--- src/rtl/fill_level_csr.sv ---
// ---------------------------------------------------------------------------
// fill_level_csr
//   Tracks the occupancy of an external buffer from push/pop strobes and
//   exposes it through a small 4-word CSR block with registered read data.
//
//   Optional feature: define FILL_LEVEL_HWM_EN to build the high-water-mark
//   register behind CSR word 2. Without it, word 2 reads 0 and ignores writes.
//
// Parameters
//   DEPTH       maximum occupancy of the tracked buffer
//   FULL_LEVEL  reset value of the almost-full threshold
//
// Ports
//   clk            single rising-edge clock
//   rst            synchronous active-high reset
//   push / pop     one entry added / removed this cycle
//   csr_address    word select: 0 occupancy, 1 status, 2 high-water, 3 threshold
//   csr_read       read request, data returned one cycle later
//   csr_write      write request
//   csr_writedata  write data
//   csr_readdata   registered read data, held when csr_read is low
//   almost_full    registered (occupancy >= threshold)
// ---------------------------------------------------------------------------
module fill_level_csr #(
    parameter int DEPTH      = 512,
    parameter int FULL_LEVEL = 490
) (
    input  logic        clk,
    input  logic        rst,
    input  logic        push,
    input  logic        pop,
    input  logic [1:0]  csr_address,
    input  logic        csr_read,
    input  logic        csr_write,
    input  logic [31:0] csr_writedata,
    output logic [31:0] csr_readdata,
    output logic        almost_full
);

    localparam int             CW      = $clog2(DEPTH + 1);
    localparam logic [CW-1:0]  DEPTH_C = CW'(DEPTH);

    logic [CW-1:0] r_occ;
    logic          r_ovf;
    logic          r_udf;
    logic [15:0]   r_threshold;
    logic          r_almost_full;
    logic [31:0]   r_readdata;

    logic [CW-1:0] w_occ_next;
    logic          w_ovf_evt;
    logic          w_udf_evt;
    logic          w_wr_status;
    logic          w_wr_hwm;
    logic          w_wr_thr;
    logic [31:0]   w_rd_word;
    logic [31:0]   w_occ_ext;
    logic [31:0]   w_occ_next_ext;
    logic [31:0]   w_hwm_ext;

    // Upper write-data bits have no destination.
    logic          w_unused_wdata;
    assign w_unused_wdata = ^csr_writedata[31:16];

    assign w_wr_status = csr_write && (csr_address == 2'd1);
    assign w_wr_hwm    = csr_write && (csr_address == 2'd2);
    assign w_wr_thr    = csr_write && (csr_address == 2'd3);

    // Occupancy update; push+pop together leaves the count unchanged.
    always_comb begin
        w_occ_next = r_occ;
        w_ovf_evt  = 1'b0;
        w_udf_evt  = 1'b0;
        if (push && !pop) begin
            if (r_occ == DEPTH_C) w_ovf_evt  = 1'b1;
            else                  w_occ_next = r_occ + 1'b1;
        end else if (pop && !push) begin
            if (r_occ == '0)      w_udf_evt  = 1'b1;
            else                  w_occ_next = r_occ - 1'b1;
        end
    end

    assign w_occ_ext      = 32'(r_occ);
    assign w_occ_next_ext = 32'(w_occ_next);

`ifdef FILL_LEVEL_HWM_EN
    logic [CW-1:0] r_hwm;

    // A clear reloads the mark from the occupancy being committed this edge,
    // so the mark never falls below the live count.
    always_ff @(posedge clk) begin
        if (rst) begin
            r_hwm <= '0;
        end else if (w_wr_hwm) begin
            r_hwm <= w_occ_next;
        end else if (w_occ_next > r_hwm) begin
            r_hwm <= w_occ_next;
        end
    end

    assign w_hwm_ext = 32'(r_hwm);
`else
    logic w_unused_hwm;
    assign w_unused_hwm = w_wr_hwm;
    assign w_hwm_ext    = 32'd0;
`endif

    // Read mux sees only pre-edge register values, so a same-cycle write
    // returns the old contents.
    always_comb begin
        w_rd_word = 32'd0;
        case (csr_address)
            2'd0: w_rd_word = w_occ_ext;
            2'd1: w_rd_word = {29'd0, r_udf, r_ovf, r_almost_full};
            2'd2: w_rd_word = w_hwm_ext;
            2'd3: w_rd_word = {16'd0, r_threshold};
            default: w_rd_word = 32'd0;
        endcase
    end

    always_ff @(posedge clk) begin
        if (rst) begin
            r_occ         <= '0;
            r_ovf         <= 1'b0;
            r_udf         <= 1'b0;
            r_threshold   <= 16'(FULL_LEVEL);
            r_almost_full <= 1'b0;
            r_readdata    <= 32'd0;
        end else begin
            r_occ <= w_occ_next;
            // A new event in the same cycle as a clear keeps the bit set.
            r_ovf <= (r_ovf & ~(w_wr_status & csr_writedata[1])) | w_ovf_evt;
            r_udf <= (r_udf & ~(w_wr_status & csr_writedata[2])) | w_udf_evt;
            if (w_wr_thr) begin
                r_threshold <= csr_writedata[15:0];
            end
            // Compare against the next count so the flag lines up with it.
            r_almost_full <= (w_occ_next_ext >= {16'd0, r_threshold});
            if (csr_read) begin
                r_readdata <= w_rd_word;
            end
        end
    end

    assign csr_readdata = r_readdata;
    assign almost_full  = r_almost_full;

endmodule

--- config.mk ---
export PLATFORM = sky130hd
export DESIGN_NAME = fill_level_csr
export DESIGN_NICKNAME = d
export VERILOG_FILES = /design/src/rtl/fill_level_csr.sv
export SDC_FILE = /design/constraint.sdc
export NUM_CORES = 1
export LEC_CHECK = 0
export ABC_CLOCK_PERIOD_IN_PS = 3400
export CAP_MARGIN = 30
export CORE_MARGIN = 5
export CORE_UTILIZATION = 49
export CTS_BUF_LIST = sky130_fd_sc_hd__clkbuf_4 sky130_fd_sc_hd__clkbuf_8
export DETAILED_ROUTE_END_ITERATION = 8
export MAX_ROUTING_LAYER = met4
export PLACE_DENSITY = 0.9
export SYNTH_ARGS = -nofsm -noshare
export SYNTH_HDL_FRONTEND = slang
export SYNTH_SLANG_ARGS = --single-unit
--- constraint.sdc ---
create_clock -name clk -period 3.4 [get_ports clk]
set_input_delay 0.68 -clock clk [delete_from_list [all_inputs] [get_ports clk]]
set_output_delay 0.68 -clock clk [all_outputs]
set_load 0.005 [all_outputs]
# --- After elaboration in Yosys (flattened, before gate mapping) ---
# Index checks and enable logic that the tools add are counted.
# W data, S select, Z words.
totals:
  out_inout_bits: 33
  regBits: 61
  in_bits: 40
  word_cells: 39
op_classes:
  eq_ne: 4
  mux: 10
  n_addsub: 2
  n_reduce_logical: 8
  n_lt_le_gt_ge: 1
  bitwise_logic: 8
ops:
  columns: ["cell", "n"]
  rows:
  - ["$pmux W32 S4", 1]
  - ["$mux W10", 4]
  - ["$ge A10 B16 Y1", 1]
  - ["$add A10 B1 Y10 const B", 1]
  - ["$eq A10 B10 Y1 const B", 1]
  - ["$logic_not A10 Y1", 1]
  - ["$sub A10 B1 Y10 const B", 1]
  - ["$mux W1", 5]
  - ["$and A1 B1 Y1", 4]
  - ["$eq A2 B2 Y1 const B", 2]
  - ["$logic_and A1 B1 Y1", 4]
  - ["$eq A2 B1 Y1 const B", 1]
  - ["$logic_not A1 Y1", 2]
  - ["$logic_not A2 Y1", 1]
  - ["$not A1 Y1", 2]
  - ["$or A1 B1 Y1", 2]

# --- Longest topological paths before layout ---
depth:
  ltp_word: 6
  ltp_mapped: 13
  depth_no_buf: 12

# --- Worst setup path before layout ---
# Ideal clock, no wire load.
synth_timing:
  path_kind: "register -> register"
  from: "reg r_occ[1]"
  to: "reg r_almost_full, in the netlist almost_full"
  stages_incl_launch_ff: 13
  required_ns: 3.275
  setup_ns: 0.125
  path_buffers: 1
  arrival_time_ns: 2.782
  synth_period_minus_slack_ns: 2.907
  setup_slack_ns: 0.493
  path_cell_list: "dfxtp_1 > clkbuf_1 > inv_1 > ha_1 > or4b_4 > o32ai_2 > nand3_1 > xnor2_2 > ha_1 > and3_1 > a221oi_1 > nor2b_1 > o41a_1"
synth_between:
  elab_chain_len: 5
  word_cells_on_any_way: 9
  cone_classes: "add/sub: 2; order compare: 1; eq/ne: 1; mux: 4; reduce/logical: 1"
synth_lines:
  columns: ["item", "line_no", "rtl"]
  rows:
  - ["from (decl)", "43", "logic [CW-1:0] r_occ;"]
  - ["from (signal assigned)", "130", "r_occ <= w_occ_next;"]
  - ["$sub A10 B1 Y10 / $logic_not A10 Y1 (equally long branches)", "79, 78", null]
  - ["$mux W10", "78", "if (r_occ == '0) w_udf_evt = 1'b1;"]
  - ["$mux W10", "77", "end else if (pop && !push) begin"]
  - ["$mux W10 (*)", "74", "if (push && !pop) begin"]
  - ["named net w_occ_next[6]", "50", "logic [CW-1:0] w_occ_next;"]
  - ["$ge A10 B16 Y1 (*)", "138", "r_almost_full <= (w_occ_next_ext >= {16'd0, r_threshold});"]
  - ["to (signal assigned)", "138", null]
  - ["to (decl)", "47", "logic r_almost_full;"]
# Mark *: on every way through the listed nets, which the timed path passes. The rest lies on a longest branch.
# A chain may end at the register's enable or synchronous reset.

# --- Worst setup path after layout ---
layout_timing:
  from: "reg r_occ[0]"
  to: "reg r_almost_full, in the netlist almost_full"
# The elaborated chain is that of the path after synthesis.

==> impl_metrics.ini <==
[sta]
drv_slew = 0
clock.fmax_mhz = 313.0
rsz0062_at_grt = false
setup_tns_ns = 0
max-slew-margin-rel = 0.3896
period_minus_slack_ns = 3.195
setup-violations-final = 0
fin_crit_sh = 0.9397
hold_viol = 0
tightest_slew_ns = 0.9127
fin_skew_ns = 0.005861

[floorplanning]
coreArea_um2 = 5075
rows = 26
die_y_um = 82.18
start_util = 0.5030
die_area_um2 = 6753
die_w_um = 82.18
io_pins = 73

[route]
antenna_left = 0
viasPerCell = 5.419
vias = 2238
dr.pass1.iters = 4
wl_mm = 6.124
drc = 0
drt_iter0_markers = 262
routedWlPerCell_um = 14.83

[finish]
nets = 394
drive_gt1_frac = 0.09329
synthToLayoutAreaGrowth_pct = 19.66
layout_commonest_cell = dfxtp_1
instances_no_fill = 413
diodes = 0
final_cell_mix = dfxtp_1, clkdlybuf4s50_1, nand2_1, nor2_1, a21oi_1

[power]
switching_share = 0.3510
clockPowerShare = 0.207
p_switching_w = 0.0005786
ir_worst_vdd_mv = 0.3269
p_comb_frac = 0.397
intPower_w = 0.001070
p_leak_nw = 1.201
p_seq_frac = 0.397
powerDensity_nw_per_um2 = 539.8

[clock_tree]
cts_root_buf = clkbuf_8
cts.sinks = 45
clkLatencyLatePin_ns = 0.30
cts_resized = 0
cts_buffers = 5
clockBufferDepth = 2
clk_pin_slew_ns = 0.08
cts_tree = done
postCtsHoldBufs = 0
h-tree-depth = 2
cts_setup_buffers = 0

[worst_setup_path]
critPathKind = register to register
max_stage_delay_ns = 0.53
crit_path_top_delay_cell = or4b_4
required_ns = 3.59
end_kind = register
crit_path_start_kind = register
crit_arrival_ns = 3.39
crit_fanout = 7
cpMostUsedCell = ha_1
crit_chain = inv_1, ha_1, or4b_4, o32ai_2, nand3_1, xnor2_2, ha_1, and3_1, buf_4, o2111ai_1, a21oi_1, o41a_1

[placed_design]
place.gp.congestion = 0.9704
hpwlAfterDp_mm = 4.679
portBuffers = 40
placedCellCount = 405

[synth]
synth_area_um2 = 2552
ys.flop_type = dfxtp_1
yosysTopAreaCell = dfxtp_1
yosysWarningCount = 0
avgSynthCellArea_um2 = 8.314
synth_cells = 307
synth-edff-count = 0
synth_top_area_frac = 0.3529
synthTopCellsByArea = dfxtp_1, ha_1, buf_4
synth_cell_type_count = 52
synthArstFlopShare = 0
synth-seq-cells = 45
seq_area_frac_synth = 0.3529

[global_routing]
grt_start_max_net_pins = 45
grt_pass1_wl_mm = 9.632
grt_use_total = 0.1919
antenna_found_initial = 0
grt_pass1_vias = 2042
grt_overflow = 0

[status]
status = completed

[run]
cap_violations = 0

[min_path]
hp-class = register to register
-- per-stage QoR --
step	worst slack (ns)	area, µm²	hold slack, ns	power (W)	utilization
after floorplan	0.4932	2609	0.4459	0.001129	-
after global placement	0.05755	2963	0.4554	0.001288	0.5838
after detailed placement	0.03165	2963	0.4675	0.001306	0.5838
after CTS	0.2417	3054	0.4813	0.001646	0.6018
after global routing	0.03969	3054	0.5081	0.001751	0.6018
final	0.2050	3054	0.4758	0.001649	0.6018
-- power groups by stage --
| stage | logic (W) | registers [W] | clock network (W) |
|---|---|---|---|
| 3_5_place_dp | 0.000644 | 0.000663 | 0 |
| 6_report | 0.000654 | 0.000654 | 0.000341 |
| 2_1_floorplan | 0.000502 | 0.000628 | 0 |
| 3_3_place_gp | 0.000626 | 0.000663 | 0 |
| 5_1_grt | 0.000726 | 0.000664 | 0.000362 |
| 4_1_cts | 0.000649 | 0.000650 | 0.000346 |
-- synthesized netlist by cell type, drive strengths merged, types with 3 or more instances --
cell type,number
nor3,5
xor2,3
buf,24
a21oi,20
nand3b,3
nor2b,11
a32oi,3
clkbuf,14
nand2,30
a211o,6
a211oi,12
a22oi,10
inv,14
nor4,3
nand3,12
mux2,3
nand4b,3
xnor2,8
nand2b,9
dfxtp,45
nor2,25
ha,12
-- final cells by class --
cell class                 count  area [µm²]
clock buffer                   8       91.34
tap                           70       87.58
multi-input combinational    225        1439
fill                         479        2021
sequential                    45       900.9
inverter                      14       52.55
timing repair buffer          51       483.0
-- worst paths after layout --
path	from	end	slack (ns)	depth (start not counted)
worst min-delay path	csr_readdata[12]	csr_readdata[12]	0.48	2
worst min register to register	csr_readdata[12]	csr_readdata[12]	0.48	2
worst max register to register	r_occ[0]	almost_full	0.20	12
worst max-delay path	r_occ[0]	almost_full	0.20	12
-- metal layers --
layer  routed length [µm]  up-vias  global-route usage
li1                     -     1111                   -
met1                 2645     1026              0.2530
met2                 2864       89              0.2981
met3                  495       12             0.02820
met4                  119        0             0.07309
met5                    0        -                   -
-- flip-flops by register name, indices dropped and copies added (netlist names) --
register / cells
r_udf: 1
r_occ: 10
r_threshold: 16
r_ovf: 1
almost_full: 1
csr_readdata: 16
-- cell families after synthesis --
logic type,after synthesis,synth area share
compound gates,69,0.1941
xor+xnor,11,0.04069
fa+ha+maj,12,0.05882
buf+inv,52,0.1054
flops,45,0.3529
mux,3,0.01323
other cells,1,0.001469
simple gates,114,0.2333
-- critical path: cells and delay by family (launching register included) --
kind                       cells  cell delay [ns]
and+or+nand+nor                3             0.90
AOI/OAI and AO/OA              4             0.76
adders and majority gates      2             0.56
DFF                            1             0.41
buffers and inverters          2             0.28
xor gates and xnor gates       1             0.18
No activity file was read; power rests on OpenSTA's default activity.
